File: config.mk
export PLATFORM = sky130hd
export DESIGN_NAME = alu_share_ctrl
export DESIGN_NICKNAME = d
export VERILOG_FILES = /design/src/rtl/alu_share_ctrl.sv
export SDC_FILE = /design/constraint.sdc
export NUM_CORES = 1
export LEC_CHECK = 0
export CORE_AREA = 2 2 122 124
export DETAILED_ROUTE_END_ITERATION = 6
export DIE_AREA = 0 0 124 126
export GPL_ROUTABILITY_DRIVEN = 1
export HOLD_SLACK_MARGIN = 0.05
export PLACE_DENSITY = 0.82
export SETUP_SLACK_MARGIN = 0.5
export SYNTH_ARGS = -nofsm -noshare
export SYNTH_HDL_FRONTEND = slang
export SYNTH_SLANG_ARGS = --single-unit
File: constraint.sdc
create_clock -name clk -period 2.01 [get_ports clk]
set_input_delay 0.201 -clock clk [delete_from_list [all_inputs] [get_ports clk]]
set_output_delay 0.201 -clock clk [all_outputs]
set_load 0.05 [all_outputs]
File: src/rtl/alu_share_ctrl.sv
// alu_share_ctrl: shares one core ALU between two requesters.
// Requester 0 is the integer-issue port and requester 1 is the auxiliary port.
// Arbitration is round-robin, and at most one operation is in flight.
// Each operation goes IDLE/RESP (accept) -> EXEC (ALU driven) -> RESP (result held).
// Ports:
//   clk, rst                          clock, synchronous active-high reset
//   reqN_valid/ready/op/a/b           request channel, N=0,1 (ready is combinational)
//   respN_valid/ready/data/err        response channel, N=0,1
//   alu_op, alu_op1, alu_op2          registered opcode/operands to the core ALU
//   alu_result                        combinational result from the core ALU
//   busy                              high while in EXEC or RESP
module alu_share_ctrl (
   input  logic        clk,
   input  logic        rst,
   input  logic        req0_valid,
   output logic        req0_ready,
   input  logic [3:0]  req0_op,
   input  logic [31:0] req0_a,
   input  logic [31:0] req0_b,
   input  logic        req1_valid,
   output logic        req1_ready,
   input  logic [3:0]  req1_op,
   input  logic [31:0] req1_a,
   input  logic [31:0] req1_b,
   output logic        resp0_valid,
   input  logic        resp0_ready,
   output logic [31:0] resp0_data,
   output logic        resp0_err,
   output logic        resp1_valid,
   input  logic        resp1_ready,
   output logic [31:0] resp1_data,
   output logic        resp1_err,
   output logic [3:0]  alu_op,
   output logic [31:0] alu_op1,
   output logic [31:0] alu_op2,
   input  logic [31:0] alu_result,
   output logic        busy
);

   localparam int unsigned OP_W   = 4;
   localparam int unsigned DATA_W = 32;

   localparam logic [1:0] S_IDLE = 2'd0;
   localparam logic [1:0] S_EXEC = 2'd1;
   localparam logic [1:0] S_RESP = 2'd2;

   // Highest supported opcode (ne); anything above it is flagged as an error.
   localparam logic [OP_W-1:0] OP_MAX = OP_W'(4'b1010);

   logic [1:0]        state;
   logic [1:0]        next_state;
   logic              prio;
   logic              owner;
   logic              bad;
   logic              grant0;
   logic              grant1;
   logic              resp_hs;
   logic              accept;
   logic              sel;
   logic [OP_W-1:0]   sel_op;
   logic [DATA_W-1:0] sel_a;
   logic [DATA_W-1:0] sel_b;

   // Round-robin grant, accept window and request mux
   always_comb begin
      grant0  = req0_valid && (!req1_valid || !prio);
      grant1  = req1_valid && (!req0_valid ||  prio);
      // Only the owner's response valid is high in RESP, so its ready alone completes the handshake.
      resp_hs = (state == S_RESP) && (owner ? resp1_ready : resp0_ready);
      req0_ready = grant0 && ((state == S_IDLE) || resp_hs) && !rst;
      req1_ready = grant1 && ((state == S_IDLE) || resp_hs) && !rst;
      accept  = req0_ready || req1_ready;
      sel     = req1_ready;
      sel_op  = sel ? req1_op : req0_op;
      sel_a   = sel ? req1_a  : req0_a;
      sel_b   = sel ? req1_b  : req0_b;
   end

   // Next-state logic
   always_comb begin
      next_state = state;
      case (state)
         S_IDLE:  if (accept) next_state = S_EXEC;
         S_EXEC:  next_state = S_RESP;
         S_RESP:  if (resp_hs) next_state = accept ? S_EXEC : S_IDLE;
         default: next_state = S_IDLE;
      endcase
   end

   // State, operand latch, result capture and registered outputs
   always_ff @(posedge clk) begin
      if (rst) begin
         state       <= S_IDLE;
         prio        <= 1'b0;
         owner       <= 1'b0;
         bad         <= 1'b0;
         alu_op      <= '0;
         alu_op1     <= '0;
         alu_op2     <= '0;
         resp0_valid <= 1'b0;
         resp0_data  <= '0;
         resp0_err   <= 1'b0;
         resp1_valid <= 1'b0;
         resp1_data  <= '0;
         resp1_err   <= 1'b0;
         busy        <= 1'b0;
      end else begin
         state <= next_state;
         busy  <= (next_state != S_IDLE);
         if (accept) begin
            prio    <= !sel;
            owner   <= sel;
            alu_op  <= sel_op;
            alu_op1 <= sel_a;
            alu_op2 <= sel_b;
            bad     <= (sel_op > OP_MAX);
         end
         if (state == S_EXEC) begin
            if (owner) begin
               resp1_data <= bad ? '0 : alu_result;
               resp1_err  <= bad;
            end else begin
               resp0_data <= bad ? '0 : alu_result;
               resp0_err  <= bad;
            end
         end
         // Owner cannot change except on an accept, which always leads to EXEC.
         resp0_valid <= (next_state == S_RESP) && !owner;
         resp1_valid <= (next_state == S_RESP) &&  owner;
      end
   end

endmodule

==> results.md <==
- CTS max path bufs: 2
- CTS Sinks: 142
- Mapped Cells: 605
- Synth top cells by count: 142 x dfxtp_1, 136 x nand2_1, 71 x a21oi_1, 70 x nor2_1, 64 x a222oi_1
- Post-layout net count: 1101
- Die Ht: 126 um
- GPL Wtd Cong: 0.7722
- Pin count of the biggest net entering global routing: 80
- Crit Path Category: reg2out
- R2R cell count: 7
- Max incr delay on CP: 440 ps
- Status: finished with violations
- Share of the synthesized area in the top cell type: 53.61%
- Min-delay src: rst
- Top_reg_cell synth: dfxtp_1
- Number of detailed-route iterations in the first pass: 7
- Filler Cells Inserted: 1158
- First-pass GRT wire length: 31470 um
- Clock transition at path regs: 60 ps
- Final hold violations: 0
- Reg2reg end: alu_op[2]$_SDFFE_PP0N_
- Post-route ant nets: 0
- Pre-CTS setup slack: -91.59 ps
- Avg Inst Size Synth: 8.765 um^2
- Avg Vias per Cell: 5.363
- Flop-to-flop setup slack: 100 ps
- Cells on Worst Hold Path: 5
- Slew HR: 53.41%
- Final wirelength: 21910 um
- Largest cells by area after synthesis: dfxtp_1 54%, a222oi_1 12%, nand2_1 9.6%, a21oi_1 6.7%, nor2_1 5.0%
- Total Routing Usage GR: 26.47%
- Layout area overhead: 86.43%
- Worst slew pin tran: 698.9 ps
- Syn Std Cell Area: 5303 um^2
- Dpl hpwl: 13150 um
- Crit-path max FO: 3
- Routed via count: 6017
- Crit. End Element: output pin
- Routed wire length per instance: 19.53 um
- Fin cells: 1122
- Leakage power: 3.930 nW
- Vias in the first global route: 5814
- Hold_buf cts: 0
- Max VDD drop: 0.5320 mV
- Fmax: 520.9 MHz
- Placed insts: 1060
- Ant. Diodes: 0
- H-tree levels: 4
- Crit path launch type: flop
- Layout cells sized above 1: 13.86%
- Initial antenna violation count: 0
- Post-synth EDFFs: 0
- Core Box Area: 14310 um^2
- CTS tree: yes
- Failing checks: DRC
- Final worst-path cycle share: 95.51%
- Crit path cell chain: mux2i_4 -> a2111oi_4 -> buf_6 -> buf_12
- Period minus WS final: 1920 ps
- Count leader, synth: dfxtp_1
- # IOs: 313
- Yosys reg bits: 142
- Die Wd: 124 um
- Cell Pwr Density: 881.4 nW/um^2
- Final Util: 69.06%
- DIE AREA: 15620 um^2
- Clock Skews: 11.90 ps
- Arr. time, crit path: 1720 ps
- Initial cell density of the core: 37.05%
- CTS Root Cell: clkbuf_16
- Setup ws final: 90.20 ps
- Drt initial violations: 602
- Core Rows: 44
- Worst Hold Path EP: alu_op[3]$_SDFFE_PP0N_
- Asr flop ratio synth: 0%
- Worst EP required: 1810 ps
- Worst path slowest cell: a2111oi_4
- Mapped Nets: 779
- Register area share after synthesis: 53.61%
- Total CTS buffers: 17
- DRC: 5
- Top cell type by total area after synthesis: dfxtp_1
- RSZ-0062 raised after global routing: true
- # setup viols final: 0
- Worst hold path type: in2reg
- Clock latency on the worst-skew pair: 420 ps
- PortBufs: 312
- Maxcap violations: 0
- Total grt overflow: 0
- Post-synth cell types: 27
- YS warnings: 0
- Slew Limit Fails: 0
- Critical R2R Launch: owner$_SDFFE_PP0N_
## registers in the layout, summed over array words and instances (netlist names)
signal and cells:
alu_op1 32, alu_op2 32, resp0_data 32, resp1_data 32, alu_op 4, state 2
bad 1, busy 1, owner 1, prio 1, resp0_err 1, resp0_valid 1
resp1_err 1, resp1_valid 1
## worst max-delay path by stage
stage                                          end                from  slack [ps]  cells past startpoint
after floorplan             alu_op[0]$_SDFFE_PP0N_  owner$_SDFFE_PP0N_         350                      6
after global routing                    req1_ready  owner$_SDFFE_PP0N_          40                      4
after CTS                               req1_ready  owner$_SDFFE_PP0N_         160                      4
after global placement    alu_op2[26]$_SDFFE_PP0N_          req0_valid         -30                      6
after detailed placement  alu_op2[19]$_SDFFE_PP0N_          req0_valid         -90                      6
final                                   req1_ready  owner$_SDFFE_PP0N_          90                      4
## layout by cell type, fill, tap and decap left out, types with 2 or more instances in the layout
| master | instances |
|---|---|
| nand2b_1 | 4 |
| buf_12 | 10 |
| clkbuf_8 | 2 |
| clkinv_4 | 2 |
| a21oi_1 | 68 |
| clkdlybuf4s15_2 | 5 |
| buf_8 | 2 |
| and2_1 | 2 |
| a21oi_2 | 3 |
| clkbuf_16 | 23 |
| buf_4 | 10 |
| clkdlybuf4s50_1 | 172 |
| a222oi_1 | 64 |
| buf_6 | 12 |
| dfxtp_1 | 140 |
| nand2_1 | 134 |
| dfxtp_2 | 2 |
| nor2b_1 | 34 |
| clkbuf_2 | 26 |
| buf_16 | 10 |
| nor2_1 | 68 |
| a221oi_2 | 2 |
| inv_1 | 7 |
| clkdlybuf4s15_1 | 85 |
| dlygate4sd2_1 | 21 |
| bufinv_16 | 7 |
| nand3b_1 | 2 |
## routing by layer
metal	routed length [um]	up-vias	GRT usage (%)
met5	0	-	0
met4	718	0	10.51
met3	2259	55	8.062
met2	10430	352	43.70
met1	8498	2821	31.99
li1	-	2789	-
## cell type report
class,instances,area [um^2],area share (%)
clock buffers,20,456.7,4.620
clock inverters,10,235.2,2.379
inverters,7,26.28,0.2658
multi-input cells,400,2283,23.10
flip-flops and latches,142,2845,28.78
well taps,184,230.2,2.329
repair buffers,359,3809,38.53
## per-stage QoR
step	hold WS [ps]	power, mW	setup TNS [ps]	area, um^2
after floorplan	347.8	4.104	0	5364
after global placement	440.6	4.875	-868.8	8628
final	305.6	8.713	0	9886
after detailed placement	445.6	4.888	-3008	8628
after global routing	309.2	9.006	0	9886
after CTS	263.3	8.649	0	9642
## kinds of logic (layout without fill, tap and decap cells)
family | after synthesis | after routing | share of synthesized area (%)
AOI/OAI and AO/OA | 147 | 147 | 21.35
DFF | 142 | 142 | 53.61
and+or+nand+nor | 251 | 251 | 19.89
buffers and inverters | 63 | 396 | 4.767
muxes | 2 | 2 | 0.3776
## worst max-delay path, delay by kind of cell, from the launching register on
| kind | cells | cell delay (ps) |
|---|---|---|
| flops | 1 | 340 |
| mux | 1 | 220 |
| compound gates | 1 | 440 |
| buf+inv | 2 | 310 |
## power by group
group	switching [mW]	internal (mW)	leakage [nW]
sequential	0.0899	2.97	1.16
clock	1.19	2.51	0.332
combinational	1.11	0.844	2.44
total	2.39	6.33	3.93
## what timing repair did
| action | 4_1_cts | 5_1_grt |
|---|---|---|
| pin swaps | 23 | 15 |
| resized for setup | 195 | 141 |
| setup buffers | 12 | 3 |
| cloned | 10 | 7 |
| setup endpoints to repair | 210 | 247 |
Power figures use the tool's default switching activity.
